File: src/rtl/run_ctrl.sv
`default_nettype none
// run_ctrl: holds the core in reset, runs it until halt PC or cycle limit, then reports done.
// Rev 1.0 - initial release
module run_ctrl #(
  parameter int D       = 12,
  parameter int HALT_PC = 128,
  parameter int CLR_CYC = 2,
  parameter int CW      = 16,
  parameter int TIMEOUT = 2**CW-1
) (
  input  logic          clk,
  input  logic          reset,
  input  logic          req,
  input  logic [D-1:0]  prog_ctr,
  output logic          core_reset,
  output logic          core_en,
  output logic          done,
  output logic          timeout,
  output logic [CW-1:0] cycle_cnt
);

  localparam logic [1:0] S_IDLE = 2'd0;
  localparam logic [1:0] S_CLR  = 2'd1;
  localparam logic [1:0] S_RUN  = 2'd2;
  localparam logic [1:0] S_DONE = 2'd3;

  localparam logic [D-1:0]  c_HALT     = D'(HALT_PC);
  localparam logic [CW-1:0] c_TMO      = CW'(TIMEOUT);
  localparam logic [CW-1:0] c_CNT_MAX  = '1;
  localparam logic [3:0]    c_CLR_LOAD = 4'(CLR_CYC - 1);

  logic [1:0]    r_state;
  logic [1:0]    w_next;
  logic [3:0]    r_clr;
  logic [CW-1:0] r_cnt;
  logic [CW-1:0] w_cnt_inc;
  logic          r_tmo;
  logic          w_halt;
  logic          w_tmo;

  assign w_halt    = (prog_ctr == c_HALT);
  assign w_tmo     = (r_cnt == c_TMO);
  assign w_cnt_inc = (r_cnt == c_CNT_MAX) ? r_cnt : r_cnt + 1'b1;

  always_ff @(posedge clk) begin
    if (reset) begin
      r_state <= S_IDLE;
    end else begin
      r_state <= w_next;
    end
  end

  // Abort beats halt, halt beats timeout.
  always_comb begin
    w_next = r_state;
    case (r_state)
      S_IDLE: if (req) w_next = S_CLR;
      S_CLR: begin
        if (!req)              w_next = S_IDLE;
        else if (r_clr == 4'd0) w_next = S_RUN;
      end
      S_RUN: begin
        if (!req)              w_next = S_IDLE;
        else if (w_halt || w_tmo) w_next = S_DONE;
      end
      S_DONE: if (!req) w_next = S_IDLE;
      default: w_next = S_IDLE;
    endcase
  end

  always_comb begin
    core_reset = 1'b1;
    core_en    = 1'b0;
    done       = 1'b0;
    case (r_state)
      S_RUN: begin
        core_reset = 1'b0;
        core_en    = 1'b1;
      end
      S_DONE: begin
        core_reset = 1'b0;
        done       = 1'b1;
      end
      default: ;
    endcase
  end

  // cycle_cnt names the RUN cycle in progress, so it is 1 in the first RUN cycle
  // and the halting edge leaves it equal to the number of RUN cycles spent.
  always_ff @(posedge clk) begin
    if (reset) begin
      r_clr <= 4'd0;
      r_cnt <= '0;
      r_tmo <= 1'b0;
    end else begin
      case (r_state)
        S_IDLE: begin
          if (req) begin
            r_clr <= c_CLR_LOAD;
            r_cnt <= '0;
            r_tmo <= 1'b0;
          end
        end
        S_CLR: begin
          if (!req) begin
            r_tmo <= 1'b0;
          end else if (r_clr != 4'd0) begin
            r_clr <= r_clr - 4'd1;
          end else begin
            r_cnt <= w_cnt_inc;
          end
        end
        S_RUN: begin
          if (!req || w_halt) begin
            r_tmo <= 1'b0;
          end else if (w_tmo) begin
            r_tmo <= 1'b1;
          end else begin
            r_cnt <= w_cnt_inc;
          end
        end
        default: ;
      endcase
    end
  end

  assign timeout   = r_tmo;
  assign cycle_cnt = r_cnt;

endmodule
`default_nettype wire

File: config.mk
export PLATFORM = sky130hd
export DESIGN_NAME = run_ctrl
export DESIGN_NICKNAME = d
export VERILOG_FILES = /design/src/rtl/run_ctrl.sv
export SDC_FILE = /design/constraint.sdc
export NUM_CORES = 1
export LEC_CHECK = 0
export ABC_CLOCK_PERIOD_IN_PS = 2100
export CORE_UTILIZATION = 34
export CTS_CLUSTER_DIAMETER = 120
export DETAILED_ROUTE_END_ITERATION = 10
export PLACE_DENSITY = 0.68
export SYNTH_ARGS = -nofsm -noshare
export SYNTH_HDL_FRONTEND = slang
export SYNTH_SLANG_ARGS = --single-unit
export TNS_END_PERCENT = 10
File: constraint.sdc
create_clock -name clk -period 2.1 [get_ports clk]
set_input_delay 0.21 -clock clk [delete_from_list [all_inputs] [get_ports clk]]
set_output_delay 0.21 -clock clk [all_outputs]
set_load 0.01 [all_outputs]
==> impl_results.md, run 1 <==
- Finish-stage setup viols: 0
- Pwr Density: 477 mW/mm^2
- RSZ-0062 raised after global routing: yes
- Crit Path Category: register to register
- Final std cells w/o fill: 287
- Post-route minimum period: 2.06 ns
- Placer congestion estimate: 0.806
- Drt drc: 0
- Max transition margin: 70.6%
- HP Class: register to register
- Critical Path RT: 2.24 ns
- Comb power frac: 28.1%
- Hold Buf Count CTS: 0
- Fin. max-slew vios: 0
- Die H: 66.4 um
- Max_cap viols: 0
- Leakage power: 0.778 nW
- Initial DRC count: 103
- Antenna Violating Nets Remaining: 0
- Cts bufs inserted: 3
- Post-synthesis sequential area ratio: 32.7%
- Ys async rst share: 0%
- GRT Util Overall: 17.3%
- CTS tree: built
- Max stage delay cell, worst path: dfxtp_1
- Share of layout cells above drive strength 1: 22.4%
- Peak VDD IR: 0.000298 V
- Largest net degree at the start of global routing: 13
- Rows: 23
- CP max stage delay: 0.36 ns
- Part of the power in registers: 44.8%
- FMAX: 485 MHz
- Crit Path Max Fanout: 12
- Clk_skew: 0.00781 ns
- Layout net count: 260
- Syn Inst Count: 175
- Main synth FF type: dfxtp_1
- Clock transition at the registers of the reported paths: 0.09 ns
- Placed cell count: 281
- Core ar.: 0.00400 mm^2
- Initial Utilization: 35.2%
- Critical Path Sink Type: register
- Syn_nets: 197
- H-tree levels: 1
- I/O pin cnt: 35
- Largest area contributor in the netlist: dfxtp_1
- Post-Route WL: 3720 um
- Drt first pass iters: 4
- Slew @ Worst Pin: 0.436 ns
- Internal cell power: 724 uW
- Fin. Hold Viols: 0
- P&R area growth vs syn: 50.3%
- Area of the mapped netlist: 0.00141 mm^2
- Diode count: 0
- Part of the cycle the worst path needs: 98.1%
- Yosys reg bits: 23
- Via count: 1559
- Die ar.: 0.00440 mm^2
- Switching share of total power: 28.4%
- Total grt overflow: 0
- Warnings, synthesis: 0
- Detailed Place HPWL: 2800 um
- Initial antenna violation count: 0
- Post-synth EDFFs: 0
- CTS Sinks: 23
- Clock power frac: 27.1%
- Vias in the first global route: 1324
- Critical Path Start Type: register
- Finished Core Util: 52.9%
- Drt wl/cell: 13.0 um
- Setup TNS: 0 ns
- Largest cells by area after synthesis: dfxtp_1 33%, ha_1 6.2%, o21ai_0 6.0%, o31ai_1 4.8%, nand2_1 4.0%
- Commonest cells in the synthesized netlist: 23 x dfxtp_1, 17 x o21ai_0, 15 x nand2_1
- Count leader, synth: dfxtp_1
- Post-synth top area share: 32.7%
- Avg Vias per Cell: 5.43
- Worst EP arrival: 2.20 ns
- CTS max path bufs: 2
- Status: finished clean
- First-pass GRT wire length: 5970 um
- Root buffer cell: clkbuf_8
- Sw power: 286 uW
- Cell variety after synth: 44
- Critical-path cell list: inv_1 -> ha_1 -> or2_2 -> a2111oi_4 -> a311oi_1 -> buf_4 -> o21ai_0 -> o31ai_1
- Clk_lat worst skew: 0.26 ns
- Die width: 66.4 um
- Syn avg cell area: 8.05 um^2
- PortBufs: 34
[power by group through the flow]
| stage | Combinational (mW) | Clock, mW | Sequential (mW) |
|---|---|---|---|
| after floorplan | 0.147 | 0 | 0.465 |
| after global placement | 0.251 | 0 | 0.462 |
| after detailed placement | 0.254 | 0 | 0.462 |
| after CTS | 0.256 | 0.284 | 0.452 |
| after global routing | 0.310 | 0.305 | 0.454 |
| final | 0.284 | 0.274 | 0.452 |
[registers in the layout, indices dropped and copies added (netlist names)]
| signal | cells |
|---|---|
| cycle_cnt | 16 |
| r_clr | 4 |
| r_state | 2 |
| timeout | 1 |
[kinds of logic after synthesis]
logic type	after synthesis	synth area share, %
AOI/OAI and AO/OA	58	28.5
DFF	23	32.7
and+or+nand+nor	67	25.4
buffers and inverters	18	5.68
adders and majority gates	7	6.22
muxes	2	1.51
[cell type report]
cell class | count | area (um^2)
multi-input cells | 134 | 930
fillers | 388 | 1880
well taps | 50 | 62.6
inverters | 10 | 37.5
repair buffers | 66 | 581
clock buffers | 4 | 45.0
flip-flops and latches | 23 | 462
[per-layer routing]
| layer | GRT usage, % | up-vias | part of all wire, % |
|---|---|---|---|
| met5 | 0 | - | 0 |
| met4 | 3.99 | 0 | 0.73 |
| met3 | 2.59 | 2 | 4.4 |
| met2 | 26.3 | 41 | 46 |
| met1 | 25.3 | 720 | 49 |
| li1 | - | 796 | - |
[worst paths after layout]
path,startpoint,endpoint,slack [ns],cells after the start
worst max-delay path,r_state[0]$_SDFFE_PP0P_,cycle_cnt[2]$_SDFFE_PP0P_,0.04,8
worst min-delay path,r_state[1]$_SDFFE_PP0P_,r_state[1]$_SDFFE_PP0P_,0.49,2
worst max register to register,r_state[0]$_SDFFE_PP0P_,cycle_cnt[2]$_SDFFE_PP0P_,0.04,8
worst min register to register,r_state[1]$_SDFFE_PP0P_,r_state[1]$_SDFFE_PP0P_,0.49,2
[critical path: cells and delay by family, from the launching register on]
| family | cells | cell delay, ns |
|---|---|---|
| compound gates | 4 | 0.68 |
| fa+ha+maj | 1 | 0.31 |
| buf+inv | 2 | 0.28 |
| flops | 1 | 0.36 |
| simple gates | 1 | 0.31 |
[per-stage QoR]
stage	power [mW]	setup slack (ns)	instance area, um^2	hold slack, ns
3_5_place_dp	0.716	-0.120	1990	0.497
5_1_grt	1.07	-0.0476	2120	0.516
2_1_floorplan	0.612	0.0338	1410	0.362
6_report	1.01	0.0399	2120	0.492
3_3_place_gp	0.713	-0.0883	1990	0.495
4_1_cts	0.992	-0.00468	2040	0.514
[cell usage in the layout, fill, tap and decap left out, types with 5 or more instances in the layout]
cell type	n
inv_1	10
ha_1	7
nand2_1	15
nand3_1	9
dfxtp_1	22
buf_4	32
o21ai_1	7
a21oi_1	6
nor2_1	12
clkdlybuf4s50_1	34
o31ai_1	5
a31oi_1	6
o21ai_0	9
[what timing repair did]
item | 4_1_cts | 5_1_grt
resized for setup | 1 | 19
pin swaps | 0 | 5
buffers inserted | 0 | 2
endpoints found under the setup margin | 2 | 16
No activity file was read; power rests on OpenSTA's default activity.
==> inputs of run 2 (changes only) <==
- SKIP_CTS_REPAIR_TIMING: unset -> 1
==> impl_results.md, run 2 (synthesis results as in run 1) <==
- Diode count: 0 (unchanged)
- Cts bufs inserted: 3 (unchanged)
- Fin area: 0.00211 mm^2 (-0.18%)
- Clk_skew: 0.00700 ns (-0.000809 ns)
- Setup TNS: 0 ns (unchanged)
- Initial antenna violation count: 0 (unchanged)
- Pwr Density: 478 mW/mm^2 (+0.18%)
- Die H: 66.4 um (unchanged)
- Fin. Hold Viols: 0 (unchanged)
- Max transition margin: 70.3% (-0.35 points)
- Root buffer cell: clkbuf_8
- Placed cell area: 0.00199 mm^2 (unchanged)
- Final std cells w/o fill: 287 (unchanged)
- Fillers: 388 (unchanged)
- PortBufs: 34 (unchanged)
- Critical Path RT: 2.25 ns (about the same)
- CTS max path bufs: 2 (unchanged)
- Initial Utilization: 35.2% (unchanged)
- Leakage power: 0.778 nW (about the same)
- Status: finished clean
- Die ar.: 0.00440 mm^2 (unchanged)
- Max_cap viols: 0 (unchanged)
- Part of the cycle the worst path needs: 97.4% (-0.67 points)
- Largest register FFs: 16 (unchanged)
- Largest net degree at the start of global routing: 13 (unchanged)
- Drt drc: 0 (unchanged)
- Worst EP arrival: 2.19 ns (about the same)
- Critical Path Sink Type: register
- Most frequent cells in the layout: 34 x clkdlybuf4s50_1, 32 x buf_4, 22 x dfxtp_1, 15 x nand2_1, 12 x nor2_1
- Reg-to-reg slack, setup: 0.05 ns (about the same)
- Slew @ Worst Pin: 0.441 ns (+0.00515 ns)
- H-tree levels: 1 (unchanged)
- Vias in the first global route: 1328 (+0.30%)
- First-pass GRT wire length: 5920 um (-0.80%)
- Total grt overflow: 0 (unchanged)
- HP Class: register to register
- Placed cell count: 281 (unchanged)
- Layout net count: 260 (unchanged)
- Core ar.: 0.00400 mm^2 (unchanged)
- Placer congestion estimate: 0.806 (unchanged)
- Crit Path Max Fanout: 12 (unchanged)
- Post-Route WL: 3720 um (-0.11%)
- Critical Path Start Type: register
- Rows: 23 (unchanged)
- Clock transition at the registers of the reported paths: 0.09 ns (about the same)
- RSZ-0062 raised after global routing: yes
- FMAX: 489 MHz (+0.69%)
- Fin. max-slew vios: 0 (unchanged)
- Crit Path Category: register to register
- Leading cell type in the layout, fill and taps excluded: clkdlybuf4s50_1
- Finish-stage setup viols: 0 (unchanged)
- GRT Util Overall: 17.2% (-0.11 points)
- Die width: 66.4 um (unchanged)
- P&R area growth vs syn: 50.0%
- Initial DRC count: 86 (-17%)
- Share of layout cells above drive strength 1: 21.9% (-0.42 points)
- Peak VDD IR: 0.000298 V (about the same)
- CTS tree: built
- Antenna Violating Nets Remaining: 0 (unchanged)
- Via count: 1559 (unchanged)
- Drt wl/cell: 12.9 um (-0.11%)
- Drt first pass iters: 4 (unchanged)
- CTS Sinks: 23 (unchanged)
- Post-route minimum period: 2.05 ns (-0.0141 ns)
- Avg Vias per Cell: 5.43 (unchanged)
- Clk_lat worst skew: 0.26 ns (about the same)
- Detailed Place HPWL: 2800 um (unchanged)
- I/O pin cnt: 35 (unchanged)
-- run 2: cell counts in the layout (fill, tap and decap cells not counted) --
Identical to the previous run, type by type.
-- run 2: worst paths after layout --
kind | startpoint | end | cells past startpoint
worst max-delay path | r_state[0]$_SDFFE_PP0P_ | cycle_cnt[14]$_SDFFE_PP0P_ | 8
worst min-delay path | r_state[1]$_SDFFE_PP0P_ | r_state[1]$_SDFFE_PP0P_ | 2
worst max register to register | r_state[0]$_SDFFE_PP0P_ | cycle_cnt[14]$_SDFFE_PP0P_ | 8
worst min register to register | r_state[1]$_SDFFE_PP0P_ | r_state[1]$_SDFFE_PP0P_ | 2
-- run 2: cell type report --
| class | count | area, um^2 | share of cell area, % |
|---|---|---|---|
| multi-input cells | 134 | 926 | 43.8 |
| clock buffers | 4 | 45.0 | 2.13 |
| well taps | 50 | 62.6 | 2.96 |
| inverters | 10 | 37.5 | 1.78 |
| flip-flops and latches | 23 | 462 | 21.8 |
| repair buffers | 66 | 581 | 27.5 |
-- run 2: per-stage QoR --
stage               util [%]  power (mW)  hold WS (ns)  setup WS, ns
floorplan                  -       0.612         0.362        0.0338
global placement        49.9       0.713         0.495       -0.0883
detailed placement      49.9       0.716         0.497        -0.120
CTS                     51.0       0.991         0.514       -0.0250
global route            52.8        1.07         0.516       -0.0421
finish                  52.8        1.01         0.492        0.0540
-- run 2: report_power, final --
group | leakage (nW) | internal (mW) | total, mW | switching [mW]
Clock | 0.0228 | 0.135 | 0.274 | 0.139
Combinational | 0.569 | 0.143 | 0.283 | 0.140
Sequential | 0.186 | 0.446 | 0.453 | 0.00691
Total | 0.778 | 0.724 | 1.01 | 0.286
-- run 2: critical path, stage by stage, from the launching register on --
cell	delay (ns)
dfxtp_1	0.36
inv_1	0.08
ha_1	0.31
or2_2	0.31
a2111oi_4	0.32
a311oi_1	0.09
buf_4	0.20
o21ai_1	0.19
o31ai_2	0.08
-- run 2: metal layers --
metal	vias up	wire, um	track usage, %
li1	796	-	-
met5	-	0	0
met3	2	178	2.59
met1	716	1790	24.7
met2	45	1720	26.7
met4	0	27	3.99
==> inputs of run 3 (changes only) <==
- CAP_MARGIN: unset -> 30
- SKIP_CTS_REPAIR_TIMING: 1 -> unset
==> results of run 3 <==
No change in the layout: final DEF, timing and power equal those of run 1.
